File: src/rtl/tri_128x168_arb.sv
// tri_128x168_arb: round-robin write/read arbiter and sequencer for the 128x168 single-port array.
// Define TRI_128X168_ARB_INIT_EN to zero every entry after reset before requests are accepted.
`default_nettype none

`ifndef NCLK_WIDTH
`define NCLK_WIDTH 1
`endif

// ============================================================================
// Module   : tri_128x168_arb
// Purpose  : Single-port array access arbiter, 1-cycle read return,
//            optional post-reset zero sweep (TRI_128X168_ARB_INIT_EN).
// Revision : 1.0
// ============================================================================
module tri_128x168_arb #(
  parameter int ADDRESSABLE_PORTS = 128,
  parameter int ADDRESSBUS_WIDTH  = 7,
  parameter int PORT_BITWIDTH     = 168
) (
  input  logic [`NCLK_WIDTH-1:0]     nclk,
  input  logic                       rst_b,
  input  logic                       wr_req,
  input  logic [ADDRESSBUS_WIDTH-1:0] wr_addr,
  input  logic [PORT_BITWIDTH-1:0]   wr_data,
  output logic                       wr_gnt,
  input  logic                       rd_req,
  input  logic [ADDRESSBUS_WIDTH-1:0] rd_addr,
  output logic                       rd_gnt,
  output logic                       rd_val,
  output logic [PORT_BITWIDTH-1:0]   rd_data,
  output logic                       ary_act,
  output logic                       ary_write_enable,
  output logic [ADDRESSBUS_WIDTH-1:0] ary_addr,
  output logic [PORT_BITWIDTH-1:0]   ary_data_in,
  input  logic [PORT_BITWIDTH-1:0]   ary_data_out,
  output logic                       init_busy
);

  logic clk;
  assign clk = nclk[0];

  logic                        init_active;
  logic [ADDRESSBUS_WIDTH-1:0] init_addr;

`ifdef TRI_128X168_ARB_INIT_EN
  localparam logic [ADDRESSBUS_WIDTH-1:0] C_LAST_ENTRY =
    ADDRESSBUS_WIDTH'(ADDRESSABLE_PORTS - 1);

  typedef enum logic {
    ST_INIT = 1'b0,
    ST_RUN  = 1'b1
  } state_t;

  state_t                      state_q, state_d;
  logic [ADDRESSBUS_WIDTH-1:0] cnt_q, cnt_d;

  always_ff @(posedge clk or negedge rst_b) begin
    if (!rst_b) begin
      state_q <= ST_INIT;
      cnt_q   <= '0;
    end else begin
      state_q <= state_d;
      cnt_q   <= cnt_d;
    end
  end

  always_comb begin
    state_d = state_q;
    cnt_d   = cnt_q;
    if (state_q == ST_INIT) begin
      cnt_d = cnt_q + 1'b1;
      if (cnt_q == C_LAST_ENTRY) begin
        state_d = ST_RUN;
        cnt_d   = '0;
      end
    end
  end

  assign init_active = (state_q == ST_INIT);
  assign init_addr   = cnt_q;
`else
  assign init_active = 1'b0;
  assign init_addr   = '0;
`endif

  assign init_busy = init_active;

  logic                        last_wr_q, last_wr_d;
  logic [ADDRESSBUS_WIDTH-1:0] addr_q, addr_d;
  logic                        rd_val_q;

  // Grants are gated by rst_b so every output sits at its reset value while reset is held.
  always_comb begin
    wr_gnt           = 1'b0;
    rd_gnt           = 1'b0;
    ary_act          = 1'b0;
    ary_write_enable = 1'b0;
    ary_addr         = addr_q;
    ary_data_in      = '0;
    if (!rst_b) begin
      ary_addr = addr_q;
    end else if (init_active) begin
      ary_act          = 1'b1;
      ary_write_enable = 1'b1;
      ary_addr         = init_addr;
    end else begin
      if (wr_req && (!rd_req || !last_wr_q)) begin
        wr_gnt = 1'b1;
      end else if (rd_req) begin
        rd_gnt = 1'b1;
      end
      if (wr_gnt) begin
        ary_act          = 1'b1;
        ary_write_enable = 1'b1;
        ary_addr         = wr_addr;
        ary_data_in      = wr_data;
      end else if (rd_gnt) begin
        ary_act  = 1'b1;
        ary_addr = rd_addr;
      end
    end
  end

  always_comb begin
    last_wr_d = last_wr_q;
    addr_d    = addr_q;
    if (wr_gnt || rd_gnt) begin
      last_wr_d = wr_gnt;
    end
    if (ary_act) begin
      addr_d = ary_addr;
    end
  end

  always_ff @(posedge clk or negedge rst_b) begin
    if (!rst_b) begin
      last_wr_q <= 1'b0;
      addr_q    <= '0;
      rd_val_q  <= 1'b0;
    end else begin
      last_wr_q <= last_wr_d;
      addr_q    <= addr_d;
      rd_val_q  <= rd_gnt;
    end
  end

  assign rd_val  = rd_val_q;
  assign rd_data = rd_val_q ? ary_data_out : '0;

endmodule

`default_nettype wire

File: config.mk
export PLATFORM = sky130hd
export DESIGN_NAME = tri_128x168_arb
export DESIGN_NICKNAME = d
export VERILOG_FILES = /design/src/rtl/tri_128x168_arb.sv
export SDC_FILE = /design/constraint.sdc
export NUM_CORES = 1
export LEC_CHECK = 0
export CORE_AREA = 4 4 272 274
export CTS_BUF_LIST = sky130_fd_sc_hd__clkbuf_16
export CTS_CLUSTER_SIZE = 10
export DETAILED_ROUTE_END_ITERATION = 12
export DIE_AREA = 0 0 276 278
export PLACE_DENSITY_LB_ADDON = 0.1
export SLEW_MARGIN = 20
export SYNTH_ARGS = -nofsm -noshare
export SYNTH_HDL_FRONTEND = slang
export SYNTH_SLANG_ARGS = --single-unit
File: constraint.sdc
create_clock -name nclk -period 1.75 [get_ports nclk]
set_clock_uncertainty 0.1 [all_clocks]
set_input_delay 0.35 -clock nclk [delete_from_list [all_inputs] [get_ports nclk]]
set_output_delay 0.35 -clock nclk [all_outputs]
set_load 0.02 [all_outputs]
Word level (Yosys, flattened, before mapping)
Index checks and enable logic that the tools add are counted.
- register bits after elaboration: 9
- output and inout bits: 349
- memory bits (read-only): 0
- bits in latches: 0
- memories: 0
- word-level logic and storage cells: 26
- input port bits: 354
- memory bits (writable): 0
- magnitude comparators: 0
- div/mod/pow operators: 0
- $add $sub $neg: 0
- equality and inequality tests: 0
- multipliers: 0
- bitwise operators: 0
- mux-type cells: 18
- shifts and indexed selects: 0
- reduce and logical (&&, ||, !) cells: 5
- operators by type and width (cell ; count):
    $mux W168 ; 3
    $mux W7 ; 3
    $mux W1 ; 12
    $logic_not A1 Y1 ; 2
    $logic_or A1 B1 Y1 ; 2
    $logic_and A1 B1 Y1 ; 1

Logic depth before layout (Yosys ltp)
- depth in word-level cells: 8
- gate-level depth with buffers: 5
- gate-level depth less buffers: 3

Worst setup path after synthesis
Ideal clock, no wire load.
- path type: register -> output
- from: reg last_wr_q
- to: out ary_data_in[159]
- arrival time: 1.228 ns
- setup slack: 0.072 ns
- path buffers: 1
- cell stages (with the launch flop): 4
- path through: dfrtp_1 > a21oi_2 > clkbuf_1 > and2_1
- cells in the longest elaborated chain, start to end: 7
- RTL lines (element ; RTL line ; RTL):
    start: declaration ; 88 ; logic last_wr_q, last_wr_d;
    start signal: assignment ; 141 ; last_wr_q <= last_wr_d;
    $logic_not A1 Y1 ; 107 ; if (wr_req && (!rd_req || !last_wr_q)) begin
    $logic_or A1 B1 Y1 ; 107 ;
    $logic_and A1 B1 Y1 ; 107 ;
    $mux W1 ; 107 ;
    $mux W1 ; 100 ; if (!rst_b) begin
    $mux W168 ; 112 ; if (wr_gnt) begin
    $mux W168 ; 100 ;
    end: declaration ; 34 ; output logic [PORT_BITWIDTH-1:0] ary_data_in,
Every way passes these cells. The select of a mux whose other input is x is not followed.

Worst setup path after layout
- from: reg last_wr_q
- to: out ary_data_in[119]
The elaborated chain is that of the path after synthesis.

==> metrics.csv <==
stage,metric,value,unit
outcome,status,finished with violations,
outcome,violations,negative setup slack,
drt,wl,44800,um
place,dp_slack,-1.04,ns
yosys,synthXorXnorAreaFrac,0,%
drt,drtPass1Iterations,4,
drt,routed.top_layer,met5,
grt,overflow,0,
floorplanning,dieArea,0.0767,mm^2
yosys,synthMuxAreaShare,0,%
power,leakagePower,5.68,nW
clock_network,htreeDepth,1,
yosys,yosys-top-cells-area,"and2_1 78%, dfrtp_1 8.2%, a221o_1 5.1%",
setup_path,path_class,flop to output port,
power,clockPowerShare,11.3,%
clock_network,cts_max_path_buffers,2,
finish,fill_cells,8042,
yosys,yosys.area.top_type_share,78.1,%
grt,grtUsageTotal,9.70,%
setup_path,worst_ep_arrival_time,1.65,ns
drt,via_per_inst,2.76,
place,port-buffer-count,701,
drt,met3_length,3990,um
clock_network,cts_buffers,3,
clock_network,cts.clk_slew.worst_paths,0.05,ns
setup_path,cp-start-kind,flop,
floorplanning,coreArea,0.0714,mm^2
yosys,synth_top_family_by_area,simple AND/OR/NAND/NOR gates,
power,swShare,37.2,%
floorplanning,rows,98,
setup_path,worstPathMaxFanout,6,
clock_network,cts_sinks,9,
floorplanning,die_height,278,um
power,internal_power,0.00241,W
finish,syn_to_final_growth,361,%
sta,clock.fmax,477,MHz
setup_path,timing.rr.start,last_wr_q,
grt,grt_pass1_wl,53100,um
sta,rsz0062_at_grt,yes,
setup_path,worst_setup_path_end_kind,output port,
place,gp_congestion,0.772,
power,peakVddDrop,232,uV
yosys,syn_nets,770,
yosys,synth_area,0.00275,mm^2
grt,grt_max_degree,39,
place,post_dp_cell_area,0.0112,mm^2
yosys,synth_compound_area_share,6.06,%
yosys,synth-seq-cells,9,
drt,vias,5847,
sta,hold_violations,0,
grt,first_global_vias,6124,
finish,fin_area,0.0127,mm^2
setup_path,worstSetupStartpoint,last_wr_q,
yosys,yosys.area_share.simple,78.4,%
floorplanning,start_util,3.85,%
power,power_density,304,mW/mm^2
drt,final_antenna_net_count,0,
drt,wirelength_met1,15800,um
clock_network,clk_latency,0.25,ns
clock_network,cts_root_buffer,clkbuf_16,
finish,final_nets,1519,
drt,first_iter_violations,119,
floorplanning,die_w,276,um
sta,fin_crit_sh,120,%
grt,antenna_found_initial,9,
drt,wl_per_cell,21.2,um
clock_network,cts_tree,done,
sta,setup_slack,-0.346,ns
setup_path,critPathRequiredTime,1.30,ns
drt,route.met2.wl,24400,um
yosys,yosysSeqAreaShare,8.20,%
yosys,yosysWarnings,0,
sta,slew_violations,0,
yosys,syn_area_per_cell,6.60,um^2
floorplanning,pin_count,703,
job,cap_violations,0,
power,p_sw,0.00143,W
sta,min_period,2.10,ns
finish,final_layout_size_suffix_gt1_share,48.0,%
yosys,synth_top_cell_by_area,and2_1,
yosys,synth_cell_types,14,
sta,setup_viol,346,
min_path,hold_path.class,input pin to async pin,
place,hpwl,35300,um
drt,drc_errors,0,
power,p_comb_share,82.1,%
yosys,synth_cells,416,
yosys,synth_adder_area_share,0,%
power,seqPwrFrac,6.6,%
[placed cells by master, fill, tap and decap left out]
cell,synthesis,routed
a21oi_4,0,2
dfrtp_4,0,1
o21ai_2,0,1
and2_1,343,181
clkbuf_16,0,20
inv_1,2,1
clkinv_2,0,1
inv_2,0,1
clkbuf_2,16,7
conb_1,1,1
a21o_1,1,1
buf_4,3,108
a221o_1,14,14
dlygate4sd3_1,0,1
clkdlybuf4s50_1,0,350
dlygate4sd2_1,0,47
and2_4,0,162
dlymetal6s2s_1,0,1
nand2_1,2,1
dfrtp_1,9,7
clkdlybuf4s15_2,0,2
buf_6,0,168
buf_16,0,8
nand2_2,0,1
buf_8,0,10
diode_2,0,1
buf_2,4,28
buf_12,0,38
dfrtp_2,0,1
[per-layer routing]
layer / global-route usage [%] / up-vias
met5: 0 / -
met4: 1.10 / 14
met3: 4.14 / 31
met2: 18.8 / 381
met1: 9.96 / 2659
li1: - / 2762
[cell families after synthesis]
group           Yosys count
compound gates           18
buf+inv                  43
simple gates            345
other cells               1
flops                     9
[worst paths after layout]
path,slack (ns),endpoint,cells past startpoint
worst max-delay path,-0.35,ary_data_in[119],7
worst min-delay path,0.06,addr_q[4],3
worst max register to register,0.29,addr_q[4],6
worst min register to register,0.46,last_wr_q,1
max in group asynchronous,0.96,last_wr_q,3
min in group nclk,0.46,last_wr_q,1
[cell type report]
| cell class | instances | area, um^2 | share of cell area, % |
|---|---|---|---|
| diodes | 1 | 2.50 | 0.0198 |
| clock inverters | 1 | 5.00 | 0.0395 |
| repair buffers | 785 | 8390 | 66.3 |
| flip-flops and latches | 9 | 230 | 1.82 |
| well taps | 950 | 1190 | 9.39 |
| inverters | 2 | 7.51 | 0.0593 |
| clock buffers | 3 | 75.1 | 0.593 |
| multi-input cells | 364 | 2750 | 21.8 |
[repair_timing]
action | 4_1_cts | 5_1_grt
gates cloned | 5 | 22
endpoints found under the setup margin | 348 | 348
endpoints found under the hold margin | 3 | 0
hold buffers | 1 | 0
pin swaps | 13 | 39
gates resized for setup | 910 | 628
setup buffers | 11 | 18
[stage by stage]
step / hold slack (ns) / power [W] / setup TNS [ns] / std cells / util, %
after floorplan: -0.0456 / 0.00111 / 0 / 416 / -
after global placement: 0.462 / 0.00296 / -208.04 / 2056 / 15.7
after detailed placement: 0.454 / 0.00293 / -207.32 / 2056 / 15.7
after CTS: 0.0577 / 0.00345 / -95.40 / 2077 / 16.0
after global routing: 0.0840 / 0.00406 / -98.34 / 2114 / 17.7
final: 0.0570 / 0.00384 / -79.86 / 2115 / 17.7
[sequential cells by signal, summed over array words and instances (netlist names)]
signal / flops
rd_val: 1
last_wr_q: 1
addr_q: 7
[synthesized netlist by cell type]
cell type,n
clkbuf_1,18
a21oi_1,1
buf_2,4
a21oi_2,1
inv_1,2
o21ai_1,1
clkbuf_2,16
a221o_1,14
dfrtp_1,9
a21o_1,1
buf_4,3
and2_1,343
conb_1,1
nand2_1,2
[worst max-delay path: stages, from the launching register on]
cell and delay, ns:
dfrtp_2 0.43, a21oi_4 0.19, buf_8 0.17, buf_8 0.13
buf_12 0.11, buf_16 0.12, and2_4 0.13, buf_6 0.11
[power groups by stage]
stage	Sequential [W]	Combinational (W)	Clock, W
global route	0.000260	0.00334	0.000457
global placement	0.000262	0.00270	0
CTS	0.000258	0.00274	0.000453
detailed placement	0.000262	0.00267	0
finish	0.000255	0.00315	0.000435
floorplan	0.000249	0.000862	0
(Power assumes the default switching activity.)
